File: config.mk
export PLATFORM = sky130hd
export DESIGN_NAME = power_result_collector
export DESIGN_NICKNAME = d
export VERILOG_FILES = /design/src/rtl/power_result_collector.sv
export SDC_FILE = /design/constraint.sdc
export NUM_CORES = 1
export LEC_CHECK = 0
export CAP_MARGIN = 40
export CELL_PAD_IN_SITES_DETAIL_PLACEMENT = 2
export CELL_PAD_IN_SITES_GLOBAL_PLACEMENT = 2
export CORE_UTILIZATION = 35
export DETAILED_ROUTE_END_ITERATION = 16
export GPL_TIMING_DRIVEN = 0
export PLACE_DENSITY_LB_ADDON = 0.1
export SYNTH_ARGS = -nofsm -noshare
export SYNTH_HDL_FRONTEND = slang
export SYNTH_SLANG_ARGS = --single-unit
File: constraint.sdc
create_clock -name clk -period 8.5 [get_ports clk]
set_clock_uncertainty 0.15 [all_clocks]
set_input_delay 1.275 -clock clk [delete_from_list [all_inputs] [get_ports clk]]
set_output_delay 1.275 -clock clk [all_outputs]
set_load 0.05 [all_outputs]
File: src/rtl/power_result_collector.sv
// power_result_collector
//  Receives the power pipeline's result stream, buffers it in a small FIFO
//  and hands results to a downstream consumer over valid/ready. It counts
//  accepted results (saturating) and raises a sticky flag on drops.
//  Upstream cannot be stalled, so a full FIFO with no pop drops the input.
//
//  Optional build macro: POWER_COLLECT_SUM_EN
//    When defined, adds o_sum, the running modulo-2^DATA_WIDTH sum of all
//    accepted results. When undefined, neither the port nor the adder exist.
module power_result_collector #(
    parameter int DATA_WIDTH = 64,
    parameter int DEPTH      = 8,
    parameter int CNT_WIDTH  = 16
) (
    input  logic                  clk,
    input  logic                  reset,
    input  logic                  i_valid,
    input  logic [DATA_WIDTH-1:0] i_data,
    output logic                  o_valid,
    input  logic                  o_ready,
    output logic [DATA_WIDTH-1:0] o_data,
    output logic                  o_full,
    output logic                  o_empty,
    output logic [CNT_WIDTH-1:0]  o_count,
    output logic                  o_overflow
`ifdef POWER_COLLECT_SUM_EN
    ,
    output logic [DATA_WIDTH-1:0] o_sum
`endif
);

    localparam int PTR_W = $clog2(DEPTH);
    localparam logic [PTR_W:0] OCC_FULL = (PTR_W + 1)'(DEPTH);
    localparam logic [PTR_W:0] OCC_ZERO = '0;

    // Saturating increment: holds at all-ones instead of wrapping.
    function automatic logic [CNT_WIDTH-1:0] sat_inc(input logic [CNT_WIDTH-1:0] v);
        if (&v) begin
            return v;
        end
        return v + CNT_WIDTH'(1);
    endfunction

    // Pointer advance; natural wrap DEPTH-1 -> 0 since DEPTH is a power of two.
    function automatic logic [PTR_W-1:0] ptr_inc(input logic [PTR_W-1:0] p);
        return p + PTR_W'(1);
    endfunction

    logic [DATA_WIDTH-1:0] mem [DEPTH];
    logic [PTR_W-1:0]      wr_ptr;
    logic [PTR_W-1:0]      rd_ptr;
    logic [PTR_W-1:0]      wr_ptr_n;
    logic [PTR_W-1:0]      rd_ptr_n;
    logic [PTR_W:0]        occ;
    logic [PTR_W:0]        occ_n;
    logic                  pop;
    logic                  push;
    logic                  drop;
    logic [DATA_WIDTH-1:0] head_n;

    // The head is visible whenever anything is stored.
    assign o_valid = !o_empty;

    // Next-state: handshake decode, pointer/occupancy update and next head value.
    always_comb begin
        pop      = o_valid && o_ready;
        // A pop in the same edge frees a slot, so a full FIFO still accepts.
        push     = i_valid && (!o_full || pop);
        drop     = i_valid && o_full && !pop;
        wr_ptr_n = push ? ptr_inc(wr_ptr) : wr_ptr;
        rd_ptr_n = pop  ? ptr_inc(rd_ptr) : rd_ptr;

        occ_n = occ;
        case ({push, pop})
            2'b10:   occ_n = occ + (PTR_W + 1)'(1);
            2'b01:   occ_n = occ - (PTR_W + 1)'(1);
            default: occ_n = occ;
        endcase

        // o_data is registered, so the post-edge head is computed here. When
        // the new head slot is the one being written this edge (FIFO empty,
        // or last entry popped while pushing), the array has not been updated
        // yet and the incoming word is forwarded into the output register.
        head_n = '0;
        if (occ_n == OCC_ZERO) begin
            head_n = '0;
        end else if (push && (wr_ptr == rd_ptr_n)) begin
            head_n = i_data;
        end else begin
            head_n = mem[rd_ptr_n];
        end
    end

    // Storage array: data only, no reset needed since pointers gate visibility.
    always_ff @(posedge clk) begin
        if (push) begin
            mem[wr_ptr] <= i_data;
        end
    end

    // Control and registered status/outputs; reset discards all stored entries.
    always_ff @(posedge clk) begin
        if (reset) begin
            wr_ptr     <= '0;
            rd_ptr     <= '0;
            occ        <= '0;
            o_empty    <= 1'b1;
            o_full     <= 1'b0;
            o_data     <= '0;
            o_count    <= '0;
            o_overflow <= 1'b0;
        end else begin
            wr_ptr     <= wr_ptr_n;
            rd_ptr     <= rd_ptr_n;
            occ        <= occ_n;
            o_empty    <= (occ_n == OCC_ZERO);
            o_full     <= (occ_n == OCC_FULL);
            o_data     <= head_n;
            o_overflow <= o_overflow | drop;
            if (push) begin
                o_count <= sat_inc(o_count);
            end
        end
    end

`ifdef POWER_COLLECT_SUM_EN
    // Running sum of accepted results; dropped inputs never reach the adder.
    always_ff @(posedge clk) begin
        if (reset) begin
            o_sum <= '0;
        end else if (push) begin
            o_sum <= o_sum + i_data;
        end
    end
`endif

endmodule
==> metrics.txt <==
total CTS buffers 69; Initial DRT Pass Iterations 5; Adder-Cell Fraction of Synth Area 0.323%; Slew Limit Fails 0; Mapped Cells 1,681; hold_buf cts 0; worst skew pair latency 0.60 ns; DIE HEIGHT 260 µm; critical path required time 8.80 ns; final setup violating endpoints 0; Core Area 65,700 µm²; Pwr Total 9.09 mW; WL final 71,000 µm; PostCTS Resize Cnt 0; Setup crit end kind flip-flop; Leakage 9.89 nW; Worst-path clk slew 0.06 ns; postcts setup bufs 0; Final min period 4.60 ns; Ys Warns 0; main combinational cell family by area after synthesis simple AND/OR/NAND/NOR gates; maximum buffer depth of the clock tree 3; most frequent CP cell buf_6; Mean Syn Cell Area 13.8 µm²; H-tree depth 3; vias in the first global route 16.5k; max_cap viols 0; Final ANT Viol Nets 0; initial antenna violation count 2; Netlist cell types 44; Synth Flop Type edfxtp_1; Cell Rows 94; Post-Synth XOR/XNOR Area 1.06%; Hold Path Class reg2reg; Worst EP arrival 4.90 ns; crit path max fanout 11; fin nets 2,031; GR Overflow Total 0; Iteration-0 DRC Markers 800; share of cells above drive strength 1 12.7%; TritonCTS clock tree done; Initial Util 35.3%; # clock sinks 605; register bit total from synthesis 605; mapped cell area 23,200 µm²; critical path's largest stage delay 0.54 ns; Slew HR 37.2%; Post-synth EDFFs 512; Final Instance Area 28,800 µm²; Hold Violations, Final 0; Period Utilization, post-route 54.1%; actual slew at the worst max-slew pin 0.943 ns; via count 15.0k; status finished, final reports clean; WL per Instance 24.7 µm; Final Util 43.8%; largest net degree at the start of global routing 23; # IOs 152; first-pass GRT wire length 106,000 µm; placed wire-length estimate 46,700 µm; crit path launch type input pin; clock root buffer clkbuf_16; kind of critical path in2reg; DRC viols 0; fmax 0.217 GHz; Placement Cell Area 26,500 µm²; VDD IR max 211 µV; Placer Congestion 0.720; Async SR Flop Fraction 0%; die footprint 67,400 µm²; Die W 260 µm; simple-gate portion of the synthesized area 14.2%; Vias/cell 5.20; Mapped Nets 1,755; I/O Buffers 150; CP cell instances clkdlybuf4s50_1, nand2b_1, buf_6, a21boi_1, inv_2, ha_1, xor2_1, ha_1, a21oi_1, xor2_1, nor2_1, xnor2_1, a31o_2, buf_6, buf_6, a21oi_1; Cell Pwr Density 316 nW/µm²; synthesis-to-finish area growth 23.8%; post-synthesis mux area share 2.90%; sequential-to-total area share from yosys stat 74.2%; slowest CP cell clkdlybuf4s50_1; RSZ-0062 raised after global routing false; compound-cell area share of the yosys netlist 5.06%; Tot GR Track Use 21.3%
==> critical path, delay by kind of cell <==
| kind | cells | cell delay (ns) |
|---|---|---|
| buffers and inverters | 5 | 1.39 |
| adder cells (fa/ha/maj) | 2 | 0.53 |
| AO/OA/AOI/OAI | 4 | 0.88 |
| AND/OR/NAND/NOR | 2 | 0.17 |
| XOR/XNOR | 3 | 0.62 |
==> power breakdown <==
part	internal, mW	switching (mW)	leakage (nW)
sequential	3.44	0.0761	5.41
clock	1.74	1.20	1.10
combinational	0.799	1.84	3.38
total	5.98	3.12	9.89
==> per-layer routing <==
metal / track usage, % / up-vias / share of wire (%) / routed length (µm)
li1: - / 6759 / - / -
met1: 28.4 / 7840 / 45 / 32000
met2: 35.8 / 268 / 49 / 34900
met3: 2.88 / 92 / 3.5 / 2500
met4: 6.72 / 2 / 2.3 / 1600
met5: 0 / - / 0.018 / 13
==> worst paths after layout <==
| check | startpoint | to | slack (ns) | depth (start not counted) |
|---|---|---|---|---|
| worst max-delay path | o_ready | o_data[18] | 3.90 | 16 |
| worst min-delay path | o_overflow | o_overflow | 0.34 | 2 |
| worst max register to register | o_empty | o_data[18] | 4.69 | 15 |
| worst min register to register | o_overflow | o_overflow | 0.34 | 2 |
==> sequential cells by signal, summed over array words and instances (netlist names) <==
name and count:
mem 512, o_full 1, o_overflow 1, o_empty 1, rd_ptr 3, occ 4
o_data 64, wr_ptr 3, o_count 16
==> kinds of logic (layout without fill, tap and decap cells) <==
logic type,after synthesis,in the layout
muxes,67,67
xor gates and xnor gates,28,28
other,0,2
adders and majority gates,6,6
buffers and inverters,105,435
AOI/OAI and AO/OA,145,145
and+or+nand+nor,725,725
DFF,605,605
==> cells in the mapped netlist, types with 2 or more instances <==
cell type	number	share of area [%]
a21oi_1	27	0.58
a21oi_2	40	1.5
a31oi_1	3	0.081
a32oi_1	64	2.4
and3_1	7	0.19
buf_1	6	0.097
buf_2	26	0.56
buf_4	6	0.19
buf_6	10	0.48
clkbuf_1	54	0.87
dfxtp_1	93	8.0
edfxtp_1	512	66
ha_1	6	0.32
mux2i_1	66	2.8
nand2_1	460	7.4
nand2b_1	5	0.13
nand3_1	138	3.0
nand3b_1	2	0.065
nand4_1	4	0.11
nand4b_1	64	2.4
nor2_1	32	0.52
nor3_1	5	0.11
nor4_1	2	0.054
o21ai_0	2	0.043
or3_1	2	0.054
xnor2_1	10	0.38
xor2_1	18	0.68
==> layout make-up <==
cell class | count | area (µm²)
Tap cell | 864 | 1080
Clock buffer | 106 | 2110
Clock inverter | 19 | 118
Inverter | 3 | 13.8
Buffer | 102 | 513
Antenna cell | 2 | 5.00
Fill cell | 6405 | 37000
Timing Repair Buffer | 205 | 2150
Multi-Input combinational cell | 971 | 5550
Sequential cell | 605 | 17200
==> per-stage QoR <==
step | std cells | setup slack, ns | hold WS [ns] | TNS [ns]
after detailed placement | 2750 | 3.34 | 0.323 | 0
after CTS | 2875 | 3.93 | 0.338 | 0
after global routing | 2876 | 3.60 | 0.366 | 0
after global placement | 2695 | -4.53 | 0.312 | -1375.25
final | 2877 | 3.90 | 0.339 | 0
after floorplan | 1681 | 1.37 | 0.358 | 0
==> placed cells by master, fill, tap and decap left out, types with 6 or more instances in the layout <==
master / count
nand3_1: 138
ha_1: 6
dfxtp_1: 93
nand4b_1: 64
buf_6: 25
buf_1: 6
and3_1: 7
xor2_1: 18
buf_4: 32
clkinv_1: 6
clkbuf_16: 74
a21oi_1: 27
clkbuf_1: 72
edfxtp_1: 512
a21oi_2: 40
clkinv_2: 10
clkdlybuf4s50_1: 150
a32oi_1: 64
nor2_1: 29
xnor2_1: 10
clkbuf_8: 14
nand2_1: 460
buf_2: 26
mux2i_1: 66
Note: power is estimated with default switching activity, not from simulation.
